File: src/rtl/rvfi_regfile_check.sv
// rvfi_regfile_check: shadow register-file monitor for the RVFI retire bus.
// Tracks every retired rd write, checks rs1/rs2 reads against the shadow
// (with forwarding between retire channels of the same cycle), and checks
// that retire order numbers are contiguous. Errors appear on registered outputs.
module rvfi_regfile_check #(
    parameter int unsigned XLEN          = 32,
    parameter int unsigned NRET          = 1,
    parameter int unsigned NUM_REGS      = 32,
    parameter bit          STOP_ON_ERROR = 1'b1,
    parameter int unsigned CNT_W         = 16
) (
    input  logic                   clock,
    input  logic                   resetn,
    input  logic                   check,
    input  logic [NRET-1:0]        rvfi_valid,
    input  logic [64*NRET-1:0]     rvfi_order,
    input  logic [5*NRET-1:0]      rvfi_rs1_addr,
    input  logic [5*NRET-1:0]      rvfi_rs2_addr,
    input  logic [XLEN*NRET-1:0]   rvfi_rs1_rdata,
    input  logic [XLEN*NRET-1:0]   rvfi_rs2_rdata,
    input  logic [5*NRET-1:0]      rvfi_rd_addr,
    input  logic [XLEN*NRET-1:0]   rvfi_rd_wdata,
    output logic                   err,
    output logic [3:0]             err_code,
    output logic [63:0]            err_order,
    output logic [1:0]             err_chan,
    output logic [CNT_W-1:0]       err_count,
    output logic [1:0]             state
);

    localparam int unsigned AW = (NUM_REGS > 1) ? $clog2(NUM_REGS) : 1;

    typedef enum logic [1:0] {
        ST_INIT = 2'd0,
        ST_RUN  = 2'd1,
        ST_FAIL = 2'd2
    } state_e;

    state_e                state_q, state_d;
    logic [XLEN-1:0]       regs_q [NUM_REGS];
    logic [XLEN-1:0]       regs_d [NUM_REGS];
    logic [NUM_REGS-1:0]   written_q, written_d;
    logic [63:0]           exp_order_q, exp_order_d;
    logic                  err_q, err_d;
    logic [3:0]            err_code_q, err_code_d;
    logic [63:0]           err_order_q, err_order_d;
    logic [1:0]            err_chan_q, err_chan_d;
    logic [CNT_W-1:0]      err_count_q, err_count_d;

    // per-channel scratch values used inside the combinational walk
    logic [2:0]            nvalid;
    logic [2:0]            n_err;
    logic                  first_hit;
    logic [3:0]            first_code;
    logic [63:0]           first_order;
    logic [1:0]            first_chan;
    logic [63:0]           base_order;
    logic [CNT_W:0]        cnt_sum;
    logic [4:0]            rs1_a, rs2_a, rd_a;
    logic [XLEN-1:0]       rs1_v, rs2_v, rd_v;
    logic [63:0]           ord_c;
    logic                  rs1_bad, rs2_bad, range_bad;
    logic [3:0]            code_c;

    function automatic logic in_range(input logic [4:0] a);
        return ({27'd0, a} < NUM_REGS);
    endfunction

    assign err       = err_q;
    assign err_code  = err_code_q;
    assign err_order = err_order_q;
    assign err_chan  = err_chan_q;
    assign err_count = err_count_q;
    assign state     = state_q;

    // Walk retire channels in ascending order against a working copy of the
    // shadow so channel k sees the writes of lower valid channels; then derive
    // next FSM state, expected order and error registers.
    always_comb begin
        regs_d      = regs_q;
        written_d   = written_q;
        exp_order_d = exp_order_q;
        state_d     = state_q;
        err_d       = err_q;
        err_code_d  = err_code_q;
        err_order_d = err_order_q;
        err_chan_d  = err_chan_q;
        err_count_d = err_count_q;
        nvalid      = '0;
        n_err       = '0;
        first_hit   = 1'b0;
        first_code  = '0;
        first_order = '0;
        first_chan  = '0;
        base_order  = '0;
        cnt_sum     = '0;
        rs1_a       = '0;
        rs2_a       = '0;
        rd_a        = '0;
        rs1_v       = '0;
        rs2_v       = '0;
        rd_v        = '0;
        ord_c       = '0;
        rs1_bad     = 1'b0;
        rs2_bad     = 1'b0;
        range_bad   = 1'b0;
        code_c      = '0;

        for (int unsigned k = 0; k < NRET; k++) begin
            rs1_a     = rvfi_rs1_addr[k*5 +: 5];
            rs2_a     = rvfi_rs2_addr[k*5 +: 5];
            rd_a      = rvfi_rd_addr[k*5 +: 5];
            rs1_v     = rvfi_rs1_rdata[k*XLEN +: XLEN];
            rs2_v     = rvfi_rs2_rdata[k*XLEN +: XLEN];
            rd_v      = rvfi_rd_wdata[k*XLEN +: XLEN];
            ord_c     = rvfi_order[k*64 +: 64];
            rs1_bad   = 1'b0;
            rs2_bad   = 1'b0;
            range_bad = !in_range(rs1_a) || !in_range(rs2_a) || !in_range(rd_a);
            code_c    = 4'd0;

            if (rvfi_valid[k]) begin
                if (nvalid == 3'd0) begin
                    base_order = ord_c;
                end

                if (rs1_a == 5'd0) begin
                    rs1_bad = (rs1_v != '0);
                end else if (in_range(rs1_a) && written_d[rs1_a[AW-1:0]]) begin
                    rs1_bad = (rs1_v != regs_d[rs1_a[AW-1:0]]);
                end
                if (rs2_a == 5'd0) begin
                    rs2_bad = (rs2_v != '0);
                end else if (in_range(rs2_a) && written_d[rs2_a[AW-1:0]]) begin
                    rs2_bad = (rs2_v != regs_d[rs2_a[AW-1:0]]);
                end

                // lowest code wins within a channel
                if (check && rs1_bad) begin
                    code_c = 4'd1;
                end else if (check && rs2_bad) begin
                    code_c = 4'd2;
                end else if (rd_a == 5'd0 && rd_v != '0) begin
                    code_c = 4'd3;
                end else if (check && state_q == ST_RUN &&
                             ord_c != exp_order_q + 64'(nvalid)) begin
                    code_c = 4'd4;
                end else if (range_bad) begin
                    code_c = 4'd5;
                end

                if (rd_a != 5'd0 && in_range(rd_a)) begin
                    regs_d[rd_a[AW-1:0]]    = rd_v;
                    written_d[rd_a[AW-1:0]] = 1'b1;
                end

                if (code_c != 4'd0) begin
                    n_err = n_err + 3'd1;
                    if (!first_hit) begin
                        first_hit   = 1'b1;
                        first_code  = code_c;
                        first_order = ord_c;
                        first_chan  = 2'(k);
                    end
                end
                nvalid = nvalid + 3'd1;
            end
        end

        if (state_q == ST_FAIL) begin
            // frozen: discard the walk's shadow updates
            regs_d    = regs_q;
            written_d = written_q;
        end else begin
            if (state_q == ST_INIT) begin
                if (nvalid != 3'd0) begin
                    exp_order_d = base_order + 64'(nvalid);
                    state_d     = ST_RUN;
                end
            end else begin
                exp_order_d = exp_order_q + 64'(nvalid);
            end

            if (n_err != 3'd0) begin
                if (!err_q) begin
                    err_d       = 1'b1;
                    err_code_d  = first_code;
                    err_order_d = first_order;
                    err_chan_d  = first_chan;
                end
                cnt_sum = {1'b0, err_count_q} + (CNT_W+1)'(n_err);
                err_count_d = cnt_sum[CNT_W] ? '1 : cnt_sum[CNT_W-1:0];
                if (STOP_ON_ERROR) begin
                    state_d = ST_FAIL;
                end
            end
        end
    end

    // State, shadow file and error registers; async active-low reset.
    always_ff @(posedge clock or negedge resetn) begin
        if (!resetn) begin
            state_q     <= ST_INIT;
            regs_q      <= '{default: '0};
            written_q   <= '0;
            exp_order_q <= '0;
            err_q       <= 1'b0;
            err_code_q  <= '0;
            err_order_q <= '0;
            err_chan_q  <= '0;
            err_count_q <= '0;
        end else begin
            state_q     <= state_d;
            regs_q      <= regs_d;
            written_q   <= written_d;
            exp_order_q <= exp_order_d;
            err_q       <= err_d;
            err_code_q  <= err_code_d;
            err_order_q <= err_order_d;
            err_chan_q  <= err_chan_d;
            err_count_q <= err_count_d;
        end
    end

endmodule

File: config.mk
export PLATFORM = sky130hd
export DESIGN_NAME = rvfi_regfile_check
export DESIGN_NICKNAME = d
export VERILOG_FILES = /design/src/rtl/rvfi_regfile_check.sv
export SDC_FILE = /design/constraint.sdc
export NUM_CORES = 2
export LEC_CHECK = 0
export BUFFER_PORTS_ARGS = -buffer_cell sky130_fd_sc_hd__buf_2
export CAP_MARGIN = 20
export CORE_UTILIZATION = 30
export DETAILED_ROUTE_END_ITERATION = 8
export PLACE_DENSITY = 0.47
export SYNTH_ARGS = -nofsm -noshare
export SYNTH_HDL_FRONTEND = slang
export SYNTH_SLANG_ARGS = --single-unit
File: constraint.sdc
create_clock -name clock -period 13.1 [get_ports clock]
set_clock_uncertainty 0.1 [all_clocks]
set_input_delay 1.31 -clock clock [delete_from_list [all_inputs] [get_ports clock]]
set_output_delay 1.31 -clock clock [all_outputs]
set_load 0.01 [all_outputs]
==> impl_metrics.csv <==
group,metric,value,unit
setup_path,cp_max_fo,84,
placed_design,portBuffers,264,
layout,seqCellArea,30200,sq um
detailed_routing,drt_wl_total,277,mm
synthesis,yosysUniqueCellTypes,78,
clock_tree,ctsHoldBuffers,0,
timing,slew_headroom,20.7,%
outcome,status,"complete, no violations",
run,maxCapViolCount,0,
pwr,p_total,11800,uW
timing,setup_viol,0,
setup_path,crit_arrival,8.42,ns
die,start_util,30.2,%
layout,syn_to_final_growth,13.9,%
synthesis,async_reset_ff_share,100,%
detailed_routing,avgViaCountPerCell,5.76,
layout,fin_util,34.4,%
timing,max_freq,0.127,GHz
setup_path,cp_data_required_time,13.63,ns
detailed_routing,drtIter0Drc,5321,
setup_path,cp-start-kind,"primary input",
clock_tree,htreeDepth,4,
synthesis,yosysWarnings,0,
layout,nNetsFinal,5500,
clock_tree,clockBufferDepth,3,
die,core,222000,sq um
detailed_routing,post_drt_wl_per_cell,33.0,um
setup_path,reg2reg_slack,6.71,ns
layout,n_fill_cell,21970,
placed_design,place_hpwl,175,mm
detailed_routing,antenna_left,0,
synthesis,synth_ff_type,"dfrtp_1",
timing,tightest_slew,1.19,ns
worst_hold_path,min_from,"regs_q[1007]$_DFFE_PN0P_",
clock_tree,root_buffer,"clkbuf_16",
global_routing,grt_pass1_vias,48575,
clock_tree,cts_sinks,1206,
setup_path,path_class,"in2reg",
pwr,p_per_area,154,nW/um^2
global_routing,gr-total-overflow,0,
synthesis,synth_enable_flop_cells,0,
clock_tree,cts-buffers-inserted,144,
global_routing,antenna_found_initial,21,
global_routing,grt_max_degree,173,
timing,hold_viol_final,0,
detailed_routing,vias,48469,
detailed_routing,dr.pass1.iters,6,
die,die_y,474,um
setup_path,worst-r2r-cell-count,18,
clock_tree,cts_resized,0,
synthesis,avgSynthCellArea,12.7,sq um
clock_tree,clk_latency,0.81,ns
worst_hold_path,min_path_type,"reg2reg",
synthesis,netlist_area,67000,sq um
layout,multi_input_area,34700,sq um
synthesis,ys_seq_elements,1206,
timing,period_minus_slack,7.89,ns
timing,post-route-period-util,60.2,%
timing,finalSetupTns,0,ns
setup_path,r2r-start,"regs_q[64]$_DFFE_PN0P_",
pwr,ir_drop,0.131,mV
setup_path,r2r-end,"err_count[1]$_DFFE_PN0P_",
die,dieArea,225000,sq um
worst_hold_path,whs_path_depth,0,
synthesis,synth-seq-area-share,45.1,%
layout,drive_gt1_share,39.0,%
layout,mostFrequentLayoutCells,"1205 x dfrtp_1, 1007 x mux2_2, 448 x mux2i_1",
synthesis,synthCells,5263,
clock_tree,clk_pin_slew,0.06,ns
layout,final_common_cell,"dfrtp_1",
die,pin_count,268,
layout,layoutNonFillerInstCount,8414,
global_routing,grt_first_pass_wirelength,389,mm
pwr,p_leak,0.0338,uW
placed_design,gp_congestion,0.902,
clock_tree,cts_setup_buffers,0,
setup_path,cp-end-kind,"flop",
timing,whs,0.297,ns
clock_tree,cts_tree,"done",
die,die_w,474,um
die,rows,173,
detailed_routing,drc,0,
worst_hold_path,hold_end,"regs_q[1007]$_DFFE_PN0P_",
timing,grt_setup_unrepaired,"no",
timing,timing.final.max_slew_violations,0,
placed_design,dp.cells,8146,
global_routing,grtUsageTotal,24.4,%
-- power breakdown --
part | switching [uW] | internal (uW) | total, uW
registers | 601 | 4470 | 5070
logic | 1300 | 1290 | 2600
clock network | 1770 | 2350 | 4120
-- logic make-up (layout without fill, tap and decap cells) --
family                     Yosys count  in the layout  share of synthesized area (%)
buffers and inverters              572            736                           3.54
and+or+nand+nor                    867            867                           6.37
muxes                             1848           1848                           36.7
DFF                               1206           1206                           45.1
other                                1             13                        0.00560
adders and majority gates            4              4                         0.0747
AOI/OAI and AO/OA                  557            557                           5.54
xor gates and xnor gates           208            208                           2.72
-- stage by stage --
step                setup WS (ns)  area [sq um]
detailed placement           4.62         71500
floorplan                    7.14         67000
finish                       5.21         76300
global placement             4.58         71400
global route                 5.08         76300
CTS                          5.42         76300
-- worst max-delay path, stage by stage --
cell and delay [ns]:
buf_8 0.41, buf_12 0.47, buf_4 0.79, mux2i_1 0.17, a22oi_1 0.21, nand2_1 0.09
o21ai_0 0.89, o21ai_0 0.27, a2111oi_2 0.35, nand4_1 0.12, or4_1 0.52, o21a_1 0.24
buf_4 0.22, or3_1 0.66, and2_4 0.30, ha_1 0.19, nand2_1 0.11, nor2_1 0.12
nand4_1 0.21, nand2b_1 0.10, a31oi_1 0.18, a31oi_1 0.06
-- registers in the layout, indices dropped and copies added, names as in the netlist --
signal	cells
err	1
err_code	3
err_count	16
err_order	64
exp_order_q	64
regs_q	1024
state	2
written_q	32
-- routing by layer --
layer | track usage, % | part of all wire (%) | vias up
met5 | 0 | 0.019 | -
met4 | 11.1 | 5.0 | 10
met3 | 4.41 | 7.2 | 506
met2 | 37.2 | 45 | 2159
met1 | 33.5 | 43 | 26015
li1 | - | - | 19779
-- synthesized netlist by cell type (95+ instances only) --
cell / number / area, sq um
nor2_1: 174 / 653
o21ai_0: 116 / 581
a21oi_1: 115 / 576
xor2_1: 123 / 1080
nand2_1: 276 / 1040
dfrtp_1: 1206 / 30200
mux2i_1: 448 / 4480
mux2_2: 1007 / 11300
nand3_1: 95 / 475
clkbuf_1: 354 / 1330
mux4_2: 384 / 8650
a22oi_1: 125 / 938
-- how the worst max path moves through the flow --
stage,startpoint,to,slack (ns),cells past startpoint
final,rvfi_rs1_addr[1],err_count[1]$_DFFE_PN0P_,5.21,22
after global routing,rvfi_rs1_addr[1],err_count[5]$_DFFE_PN0P_,5.08,21
after CTS,rvfi_rs1_addr[1],err_count[1]$_DFFE_PN0P_,5.42,22
after detailed placement,rvfi_rs1_addr[1],err_count[1]$_DFFE_PN0P_,4.62,21
after global placement,rvfi_rs1_addr[1],err_count[13]$_DFFE_PN0P_,4.58,22
after floorplan,rvfi_rs1_addr[1],err_count[1]$_DFFE_PN0P_,7.14,22
-- cell type report --
type / count / area share, %
Inverter: 73 / 0.359
Tap cell: 2975 / 4.88
Timing Repair Buffer: 405 / 3.42
Sequential cell: 1206 / 39.5
Antenna cell: 10 / 0.0328
Clock buffer: 209 / 5.52
Clock inverter: 49 / 0.748
Multi-Input combinational cell: 3487 / 45.5
No activity file was read; power rests on OpenSTA's default activity.
